`src/rtl/my_shift_arbiter_pkg.sv`:
```
// Shared constants for the shift arbiter slice.
//   DATA_WIDTH / SHAMT_WIDTH : operand width and shift-amount width
//   PORT_ALU / PORT_MDU      : request port indices, also used as result tags
//   ALL_ONES                 : base constant for the arithmetic sign-fill mask
package my_shift_arbiter_pkg;
    localparam int DATA_WIDTH  = 32;
    localparam int SHAMT_WIDTH = 5;

    localparam logic PORT_ALU = 1'b0;
    localparam logic PORT_MDU = 1'b1;

    localparam logic [DATA_WIDTH-1:0] ALL_ONES = {DATA_WIDTH{1'b1}};
endpackage

```
`src/rtl/my_shift_arbiter_shifter.sv`:
```
// Logical right barrel shifter shared by the execute stage.
//   data_input   : operand
//   control_bits : shift amount
//   data_output  : data_input >> control_bits, zero filled
// Built as one conditional power-of-two stage per shift-amount bit.
module my_shift_arbiter_shifter
    import my_shift_arbiter_pkg::*;
(
    input  logic [DATA_WIDTH-1:0]  data_input,
    input  logic [SHAMT_WIDTH-1:0] control_bits,
    output logic [DATA_WIDTH-1:0]  data_output
);

    logic [DATA_WIDTH-1:0] stage;

    always_comb begin
        stage = data_input;
        for (int i = 0; i < SHAMT_WIDTH; i++) begin
            if (control_bits[i]) begin
                stage = stage >> (1 << i);
            end
        end
        data_output = stage;
    end

endmodule

```
`src/rtl/my_shift_arbiter.sv`:
```
// Two-port round-robin arbiter in front of the shared right barrel shifter.
// Port 0 is the ALU path, port 1 the multiply/divide unit. One request is
// granted per cycle; arithmetic shifts are made by OR-ing a sign-fill mask
// onto the logical shift. The result is registered and tagged to its port.
//   clock, reset           : rising-edge clock, synchronous active-high reset
//   reqN_valid/ready       : request handshake, port N
//   reqN_data/shamt/arith  : operand, shift amount, 1 = arithmetic shift
//   respN_valid/ready      : result handshake, port N
//   respN_data             : registered result (shared by both ports)
module my_shift_arbiter
    import my_shift_arbiter_pkg::*;
(
    input  logic                   clock,
    input  logic                   reset,
    input  logic                   req0_valid,
    input  logic [DATA_WIDTH-1:0]  req0_data,
    input  logic [SHAMT_WIDTH-1:0] req0_shamt,
    input  logic                   req0_arith,
    output logic                   req0_ready,
    output logic                   resp0_valid,
    output logic [DATA_WIDTH-1:0]  resp0_data,
    input  logic                   resp0_ready,
    input  logic                   req1_valid,
    input  logic [DATA_WIDTH-1:0]  req1_data,
    input  logic [SHAMT_WIDTH-1:0] req1_shamt,
    input  logic                   req1_arith,
    output logic                   req1_ready,
    output logic                   resp1_valid,
    output logic [DATA_WIDTH-1:0]  resp1_data,
    input  logic                   resp1_ready
);

    logic                   out_valid_q, out_valid_d;
    logic [DATA_WIDTH-1:0]  out_data_q,  out_data_d;
    logic                   out_tag_q,   out_tag_d;
    logic                   last_grant_q, last_grant_d;

    logic                   grant_port;
    logic                   drain;
    logic                   can_load;
    logic                   fire;
    logic [DATA_WIDTH-1:0]  sel_data;
    logic [SHAMT_WIDTH-1:0] sel_shamt;
    logic                   sel_arith;
    logic [DATA_WIDTH-1:0]  shifted;
    logic [DATA_WIDTH-1:0]  sign_mask;
    logic [DATA_WIDTH-1:0]  result;

    always_comb begin
        // Tie goes to the port that did not win last; a lone requester wins.
        if (req0_valid && req1_valid) begin
            grant_port = ~last_grant_q;
        end else if (req1_valid) begin
            grant_port = PORT_MDU;
        end else begin
            grant_port = PORT_ALU;
        end

        // Only the consumer the held result belongs to can free the register.
        drain    = (out_tag_q == PORT_MDU) ? resp1_ready : resp0_ready;
        can_load = ~out_valid_q | drain;

        req0_ready = ~reset & req0_valid & (grant_port == PORT_ALU) & can_load;
        req1_ready = ~reset & req1_valid & (grant_port == PORT_MDU) & can_load;
        fire       = (req0_valid & req0_ready) | (req1_valid & req1_ready);

        if (grant_port == PORT_MDU) begin
            sel_data  = req1_data;
            sel_shamt = req1_shamt;
            sel_arith = req1_arith;
        end else begin
            sel_data  = req0_data;
            sel_shamt = req0_shamt;
            sel_arith = req0_arith;
        end
    end

    my_shift_arbiter_shifter u_shifter (
        .data_input   (sel_data),
        .control_bits (sel_shamt),
        .data_output  (shifted)
    );

    always_comb begin
        // Bits vacated by the logical shift are the top shamt bits.
        sign_mask = ~(ALL_ONES >> sel_shamt);
        result    = shifted;
        if (sel_arith && sel_data[DATA_WIDTH-1]) begin
            result = shifted | sign_mask;
        end

        out_valid_d  = out_valid_q;
        out_data_d   = out_data_q;
        out_tag_d    = out_tag_q;
        last_grant_d = last_grant_q;
        if (fire) begin
            out_valid_d  = 1'b1;
            out_data_d   = result;
            out_tag_d    = grant_port;
            last_grant_d = grant_port;
        end else if (out_valid_q && drain) begin
            out_valid_d  = 1'b0;
        end
    end

    always_ff @(posedge clock) begin
        if (reset) begin
            out_valid_q  <= 1'b0;
            out_data_q   <= '0;
            out_tag_q    <= PORT_ALU;
            last_grant_q <= PORT_MDU;
        end else begin
            out_valid_q  <= out_valid_d;
            out_data_q   <= out_data_d;
            out_tag_q    <= out_tag_d;
            last_grant_q <= last_grant_d;
        end
    end

    // A result held when reset arrives is suppressed immediately so no
    // consumer can take it during the reset cycle.
    assign resp0_valid = ~reset & out_valid_q & (out_tag_q == PORT_ALU);
    assign resp1_valid = ~reset & out_valid_q & (out_tag_q == PORT_MDU);
    assign resp0_data  = out_data_q;
    assign resp1_data  = out_data_q;

endmodule
```
`config.mk`:
```
export PLATFORM = sky130hd
export DESIGN_NAME = my_shift_arbiter
export DESIGN_NICKNAME = d
export VERILOG_FILES = /design/src/rtl/my_shift_arbiter_pkg.sv /design/src/rtl/my_shift_arbiter_shifter.sv /design/src/rtl/my_shift_arbiter.sv
export SDC_FILE = /design/constraint.sdc
export NUM_CORES = 1
export LEC_CHECK = 0
export BUFFER_PORTS_ARGS = -buffer_cell sky130_fd_sc_hd__buf_4
export CELL_PAD_IN_SITES_DETAIL_PLACEMENT = 1
export CELL_PAD_IN_SITES_GLOBAL_PLACEMENT = 1
export CORE_MARGIN = 8
export CORE_UTILIZATION = 35
export DETAILED_ROUTE_END_ITERATION = 12
export GPL_TIMING_DRIVEN = 0
export PLACE_DENSITY = 0.78
export SLEW_MARGIN = 20
export SYNTH_ARGS = -nofsm -noshare
export SYNTH_HDL_FRONTEND = slang
export SYNTH_SLANG_ARGS = --single-unit
```
`constraint.sdc`:
```
create_clock -name clock -period 2.5 [get_ports clock]
set_clock_uncertainty 0.2 [all_clocks]
set_input_delay 0.25 -clock clock [delete_from_list [all_inputs] [get_ports clock]]
set_output_delay 0.25 -clock clock [all_outputs]
set_load 0.02 [all_outputs]
```
[Word-level counts from Yosys, hierarchy flattened]
Cells that the tools add are included.
Cells by class
  muxes and demuxes: 14
  equal/unequal tests: 0
  reduce and logical (&&, ||, !) cells: 4
  shift-type cells: 1
  div/mod/pow operators: 0
  bitwise gates (word level): 20
  add/subtract/negate cells: 0
  order comparisons: 0
  multipliers: 0
Operators by type and width (number)
  2-to-1 mux 32 bit: 7
  NOT 32 bit: 1
  bitwise OR 32 bit: 1
  right shift 32 x 5 -> 32 bit (first input constant): 1
  AND 1 bit: 11
  2-to-1 mux 1 bit: 6
  2-to-1 mux 5 bit: 1
  NOT 1 bit: 5
  logical AND 1 bit: 3
  bitwise OR 1 bit: 2
  nonzero test 2 bit: 1
Storage, ports and cells
  bits in read-only memories: 0
  bits in latches: 0
  memory bits (writable): 0
  bits of input ports: 82
  register bits after elaboration: 35
  memories: 0
  word-level logic and storage cells: 43
  output and inout bits: 68

[Depth between registers and ports, before layout]
Gate-level depths: netlist of run 1.
  word-level depth: 10
  gate-level depth with buffers: 10
  depth with buffers taken out: 6

[By module]
A second synthesis of run 1 with hierarchy kept.
Unflattened totals
  cells, all modules: 475
  area total of the unflattened synthesis: 4262.8 um^2
Modules (own cells, without submodules)
  my_shift_arbiter: times used 1, cells an instance 283, sequential area each 700.7 um^2, area an instance 2484.9 um^2
  my_shift_arbiter_shifter: times used 1, cells an instance 192, sequential area each 0.0 um^2, area an instance 1778.0 um^2

[Worst setup path before layout of run 1]
Ideal clock, no wire load.
  kind: register to register
  start: register last_grant_q
  end: register out_data_q[23], in the netlist resp0_data[23]
  path slack: 0.305 ns
  period minus slack after synthesis: 2.195 ns
  library setup time: 0.133 ns
  required time: 2.167 ns
  stages on the path, launching flop included: 8
  arrival time: 1.862 ns
  buffers on the path: 1
  cells stage by stage: dfxtp_1 > a21boi_2 > mux2i_1 > buf_4 > mux2i_1 > mux2i_1 > a2111oi_0 > nor4_1
On the way
  longest elaborated chain between the ends: 10
  elaborated cells between the ends (all ways): 23
  classes of those cells: shift: 1; mux: 10; bitwise: 11; reduce/logical: 1
Ends and longest elaborated chain
  from (decl): RTL line my_shift_arbiter.sv:36  | logic last_grant_q, last_grant_d;
  from (signal assigned): RTL line my_shift_arbiter.sv:116  | last_grant_q <= last_grant_d;
  NOT 1 bit *: RTL line my_shift_arbiter.sv:52  | grant_port = ~last_grant_q;
  2-to-1 mux 1 bit *: RTL line my_shift_arbiter.sv:51  | if (req0_valid && req1_valid) begin
  2-to-1 mux 32 bit or 2-to-1 mux 5 bit (tied branches): RTL line my_shift_arbiter.sv:67  | if (grant_port == PORT_MDU) begin
  2-to-1 mux 32 bit (5 in series): RTL line my_shift_arbiter_shifter.sv:19  | if (control_bits[i]) begin
  bitwise OR 32 bit: RTL line my_shift_arbiter.sv:89  | result = shifted | sign_mask;
  2-to-1 mux 32 bit: RTL line my_shift_arbiter.sv:88  | if (sel_arith && sel_data[DATA_WIDTH-1]) begin
  to (signal assigned): RTL line my_shift_arbiter.sv:114  | out_data_q <= out_data_d;
  to (decl): RTL line my_shift_arbiter.sv:34  | logic [DATA_WIDTH-1:0] out_data_q, out_data_d;
Every way passes the cells marked *; elsewhere a longest branch is shown, timed or not.
A chain may end at the register's enable or synchronous reset.

[Worst setup path in the final report of run 1]
  start: register last_grant_q
  end: register out_data_q[3], in the netlist resp0_data[3]
The elaborated chain is that of the path after synthesis.

==> results of run 1 <==
-- state kept, by name, summed over array words and instances, names as in the netlist --
name          cells
out_valid_q       1
last_grant_q      1
resp0_data       32
out_tag_q         1
-- layout make-up --
cell class	instances	share of cell area, %
flip-flops and latches	35	10.15
clock buffers	6	2.002
multi-input cells	468	56.68
repair buffers	166	18.14
inverters	1	0.05410
well taps	176	3.174
plain buffers	86	9.288
clock inverters	2	0.5050
-- cells by family (layout without fill, tap and decap cells) --
group | Yosys count | in the layout
compound gates | 157 | 157
simple gates | 174 | 174
mux | 137 | 137
buf+inv | 87 | 261
flops | 35 | 35
-- critical path, stage by stage (launching register included) --
cell      delay [ns]
dfxtp_4         0.36
a21boi_4        0.22
buf_8           0.19
mux2_4          0.33
buf_4           0.21
a211oi_1        0.19
a211oi_1        0.08
a211o_1         0.34
a311oi_1        0.32
-- layer usage --
layer  track usage, %  up-vias  routed length (um)
met4            7.256        0                 524
met1            33.97     2839               10540
li1                 -     2562                   -
met2            49.62      289               12990
met3            3.407       39                1545
met5                0        -                   0
-- Yosys cell counts (all sizes together), types with 2 or more instances --
library cell	instances	area, um^2
o211ai	5	37.54
and2	3	18.77
o221ai	4	35.03
dfxtp	35	700.7
a211oi	21	157.7
nor2	52	197.7
mux2	13	157.7
o21ai	31	158.9
nor4	5	31.28
nand2b	2	12.51
o22ai	10	62.56
clkbuf	13	48.80
o32ai	2	17.52
a211o	3	26.28
buf	73	515.5
a2111oi	6	68.82
a31oi	11	68.82
nor3	27	140.1
mux2i	106	1074
mux4	18	405.4
nand3b	3	22.52
nor2b	6	37.54
nand2	53	201.5
a221oi	4	35.03
nand3	14	70.07
and3	3	18.77
o21bai	7	52.55
a22oi	3	22.52
a311oi	8	70.07
a21oi	34	188.9
nor3b	3	22.52
-- worst paths after layout --
| path | from | to |
|---|---|---|
| setup / recovery | last_grant_q | resp0_data[3] |
| hold / removal | reset | resp0_data[17] |
| setup reg to reg | last_grant_q | resp0_data[3] |
| hold reg to reg | resp0_data[30] | resp0_data[30] |
-- timing repair --
action	in CTS	in global routing
resized for setup	68	44
setup buffers	9	12
hold endpoints to repair	0	0
setup endpoints to repair	33	31
pin swaps	3	3
-- metrics by stage --
step	worst slack [ns]	utilization, %
2_1_floorplan	0.3052	-
3_3_place_gp	-0.7521	45.81
3_5_place_dp	-0.7950	45.81
4_1_cts	-0.07689	49.82
5_1_grt	-0.09410	52.18
6_report	-0.05925	52.18
-- power by group --
group          internal (mW)  switching (mW)  total, mW
logic                  0.826            1.11       1.94
clock network          0.496           0.257      0.753
registers              0.621          0.0548      0.676
total                   1.94            1.43       3.37
==> flow_summary.ini, run 1 <==
[sta]
fin_crit_sh_pct = 102.4
tightest_slew_ns = 0.7571
relSlewSlack_pct = 49.53
period_minus_slack_ns = 2.559
fmax_mhz = 390.7
whs_ns = 0.06129
rsz0062_at_grt = yes
slew_violations = 0
fin_ws_ns = -0.05925
final.setup.tns_ns = -0.05925
finalHoldViolations = 0
setup_viol = 1

[finish]
antenna_cells = 0
final_cell_area_um2 = 6938
multi_input_area_um2 = 3933
layout_common_cells = buf_4, mux2i_1, nand2_1, nor2_1, dfxtp_1
num-fill-cells = 1573
stdcell_count = 940
drive_gt1_share_pct = 46.47
regArea_um2 = 704.4
area_growth_pct = 45.08
nets = 845
layout_commonest_cell = buf_4

[floorplanning]
ios = 150
fp-row-count = 42
coreArea_um2 = 13300
die_area_um2 = 17660
die_width_um = 132.9
start_util_pct = 35.97
die_h_um = 132.9

[grt]
grt_max_degree = 12
grtUsageTotal_pct = 27.69
antenna_found_initial = 0
grt_pass1_wl_um = 38380
overflow = 0
grt_pass1_vias = 6164

[run_status]
status = finished with violations
violations = setup timing

[power_and_ir_drop]
p_leak_nw = 3.004
power.total_mw = 3.369
cellPowerDensity_nw_per_um2 = 485.6
vdd_drop_max_mv = 0.2257

[worst_setup_path]
critPathMaxFanout = 10
criticalPathCategory = reg2reg
reg2reg_slack_ns = -0.06
start_kind = register
ff2ff_path_depth = 8
endpoint_kind = register
arrival_ns = 2.53
critPathRequiredTime_ns = 2.47

[logic_synthesis]
yosysUniqueCellTypes = 56
yosysWarnings = 0
synth_flop_cell = dfxtp_1
synth_compound_area_share_pct = 22.55
synth_nets = 672
synth_top_family_by_area = multiplexers
synthCells = 590
synth_edf_count = 0
async_flop_share_pct = 0
synth-seq-cells = 35
synth-adder-area-share_pct = 0
syn_avg_cell_area_um2 = 8.105
yosysSeqAreaShare_pct = 14.65
synthMuxAreaShare_pct = 34.22
syn-cell-area_um2 = 4782
synthXorXnorAreaFrac_pct = 0
yosys.area_share.simple_pct = 16.69

[placed_design]
dpl.hpwl_um = 20150
io_buffers = 145
gp_congestion = 0.9490
placedCellCount = 911
placed_area_um2 = 6091

[detailed_routing]
via_count = 5729
avgRoutedWirePerCell_um = 27.23
drc = 0
via_per_inst = 6.095
wirelength_um = 25600
drt-initial-drc-count = 421
ant_nets = 0
first_pass_iters = 5

[cts]
cts_buffer_depth = 2
cts_tree = built
clkTransAtPathRegs_ns = 0.06
numCtsBuffers = 5
holdBufCountCts = 0
clkSinkCount = 35
clk_latency_ns = 0.28
clock-root-buffer = clkbuf_16
htree_levels = 2

[hold_path]
worstHoldPathType = in2reg
worstHoldPathCells = 3

[job]
drv_cap = 0
No activity file was read; power rests on OpenSTA's default activity.
==> run 2, diff against run 1 <==
Settings changed: ABC_AREA set to 1, CORE_UTILIZATION 35 to 33, PLACE_DENSITY 0.78 to 0.85.
==> run 2 against run 1 <==
The flow now finishes without violations. Fmax rose by 5.6%. Design area shrank 18%. Utilization shrank 5.1 points. Wire length down 23%. Critical path type unchanged. Synthesized cell count is 30% higher. Clock-buffer cell count fell by 1. Die area shrank 8.3%. Largest cell class unchanged. Largest power group unchanged. Sequential power fell by 2%.
==> flow_summary.ini, run 2 <==
[logic_synthesis]
synth_top_area_share_pct = 25.36
yosysSeqAreaShare_pct = 17.15
synth_top_area_cell = nand2_1
synth_top_family_by_area = simple AND/OR/NAND/NOR gates
yosys.area_share.simple_pct = 54.76
synthTopCellsByCount = nand2_1, nand3_1, o21ai_0
synth_edf_count = 0
syn_avg_cell_area_um2 = 5.333
synth_flop_cell = dfxtp_1
syn-cell-area_um2 = 4085
synthCells = 766
async_flop_share_pct = 0
synth_nets = 848
synth-seq-cells = 35
yosysUniqueCellTypes = 26
synth-adder-area-share_pct = 0
synthXorXnorAreaFrac_pct = 0
synthMuxAreaShare_pct = 0
synth_top_cells_by_area = nand2_1, nand3_1, dfxtp_1
synth_compound_area_share_pct = 12.28
yosysWarnings = 0
yosysMostFrequentCell = nand2_1

[cts]
clk_latency_ns = 0.28
cts_buffer_depth = 2
clock-root-buffer = clkbuf_16
clkTransAtPathRegs_ns = 0.06
htree_levels = 2
clkSinkCount = 35
numCtsBuffers = 5
cts_tree = built

[power_and_ir_drop]
p_clk_share_pct = 24.2
intPower_mw = 1.688
p_leak_nw = 3.113
comb_power_share_pct = 53.6
pwr-share-seq_pct = 22.2
vdd_drop_max_mv = 0.2530
p_sw_share_pct = 43.55
p_switching_mw = 1.302
cellPowerDensity_nw_per_um2 = 526.1

[worst_setup_path]
ff2ff_path_depth = 11
cp_slowest_cell = dfxtp_1
criticalPathCategory = reg2reg
endpoint_kind = register
critPathMaxFanout = 10
r2r_start = last_grant_q
reg2reg_slack_ns = 0.08
start_kind = register
critPathRequiredTime_ns = 2.47
timing.rr.end = resp0_data[9]
max_stage_delay_ns = 0.35
path_cells = nand2_2 > nand2_4 > buf_6 > nand4_1 > nand2_2 > buf_4 > o21ai_1 > a21oi_1 > o21ai_0 > nor2_1 > nor2_1
arrival_ns = 2.39

[finish]
antenna_cells = 0
nets = 1006
largest_register_ff_count = 32
final_cell_area_um2 = 5684
layout_common_cells = nand2_1, buf_4, nand3_1, o21ai_0, inv_1
layout_commonest_cell = nand2_1
area_growth_pct = 39.14
num-fill-cells = 1719
drive_gt1_share_pct = 27.14

[placed_design]
io_buffers = 149
placed_area_um2 = 5414
dpl.hpwl_um = 16220
gp_congestion = 0.9881

[detailed_routing]
via_per_inst = 5.268
via_count = 5758
wirelength_um = 19730
drc = 0
drt-initial-drc-count = 312
first_pass_iters = 6
avgRoutedWirePerCell_um = 18.05
ant_nets = 0

[grt]
grt_pass1_vias = 5942
grtUsageTotal_pct = 23.54
antenna_found_initial = 0
overflow = 0
grt_pass1_wl_um = 30800
grt_max_degree = 13

[sta]
finalHoldViolations = 0
fmax_mhz = 412.7
whs_ns = 0.1947
rsz0062_at_grt = yes
setup_viol = 0
period_minus_slack_ns = 2.423
slew_violations = 0
relSlewSlack_pct = 63.10
tightest_slew_ns = 0.5535
fin_crit_sh_pct = 96.93

[hold_path]
worstHoldPathCells = 4
min_from = req0_valid
min_to = last_grant_q
worstHoldPathType = in2reg

[floorplanning]
die_width_um = 127.3
coreArea_um2 = 12060
start_util_pct = 33.87
ios = 150
fp-row-count = 40
die_h_um = 127.3
die_area_um2 = 16200

[job]
drv_cap = 0

[run_status]
status = finished, final reports clean
[run 2: cell families after synthesis]
group           count (synthesis)
simple gates                  513
flops                          35
buf+inv                       123
compound gates                 95
[run 2: repair_timing]
action | 4_1_cts | 5_1_grt
gates resized for setup | 6 | 32
endpoints found under the hold margin | 1 | 0
pin swaps | 1 | 2
endpoints found under the setup margin | 9 | 26
hold buffers | 1 | 0
setup buffers | 0 | 1
[run 2: how the worst max path moves through the flow]
stage	endpoint	start	cells after the start
after floorplan	resp0_data[25]	last_grant_q	11
after global placement	resp0_data[3]	req0_valid	14
after detailed placement	resp0_data[7]	req0_valid	11
after CTS	resp0_data[10]	last_grant_q	12
after global routing	resp0_data[0]	last_grant_q	13
final	resp0_data[9]	last_grant_q	11
[run 2: layout make-up]
cell class	instances	area (um^2)	area share, %
Sequential cell	35	700.7	12.33
Buffer	77	510.5	8.981
Clock buffer	5	125.1	2.201
Inverter	46	176.4	3.104
Tap cell	168	210.2	3.698
Timing Repair Buffer	151	1136	19.99
Clock inverter	3	43.79	0.7704
Multi-Input combinational cell	608	2781	48.93
[run 2: per-stage QoR]
step	util [%]	setup slack, ns	cells	power, mW	setup TNS, ns
finish	47.13	0.07669	1093	2.991	0
CTS	46.47	0.01262	1092	2.946	0
floorplan	-	0.6071	766	1.626	0
global placement	44.89	-0.2961	1083	2.201	-1.722
detailed placement	44.89	-0.2073	1083	2.221	-1.177
global route	47.13	-0.05389	1093	3.172	-0.08147
[run 2: power groups by stage]
stage / Clock [mW] / Sequential [mW] / Combinational, mW
after detailed placement: 0 / 0.678 / 1.54
after floorplan: 0 / 0.737 / 0.888
final: 0.724 / 0.664 / 1.60
after global routing: 0.754 / 0.673 / 1.74
after CTS: 0.722 / 0.666 / 1.56
after global placement: 0 / 0.673 / 1.53
[run 2: routing by layer]
metal	vias up	wire, um	track usage, %
met5	-	0	0
met4	0	449	5.808
met3	40	1426	5.408
met2	193	9536	41.41
met1	2714	8322	28.22
li1	2811	-	-
[run 2: critical path, delay by kind of cell, from the launching register on]
kind / cells / cell delay, ns
DFF: 1 / 0.35
and+or+nand+nor: 6 / 0.87
buffers and inverters: 2 / 0.39
AOI/OAI and AO/OA: 3 / 0.48
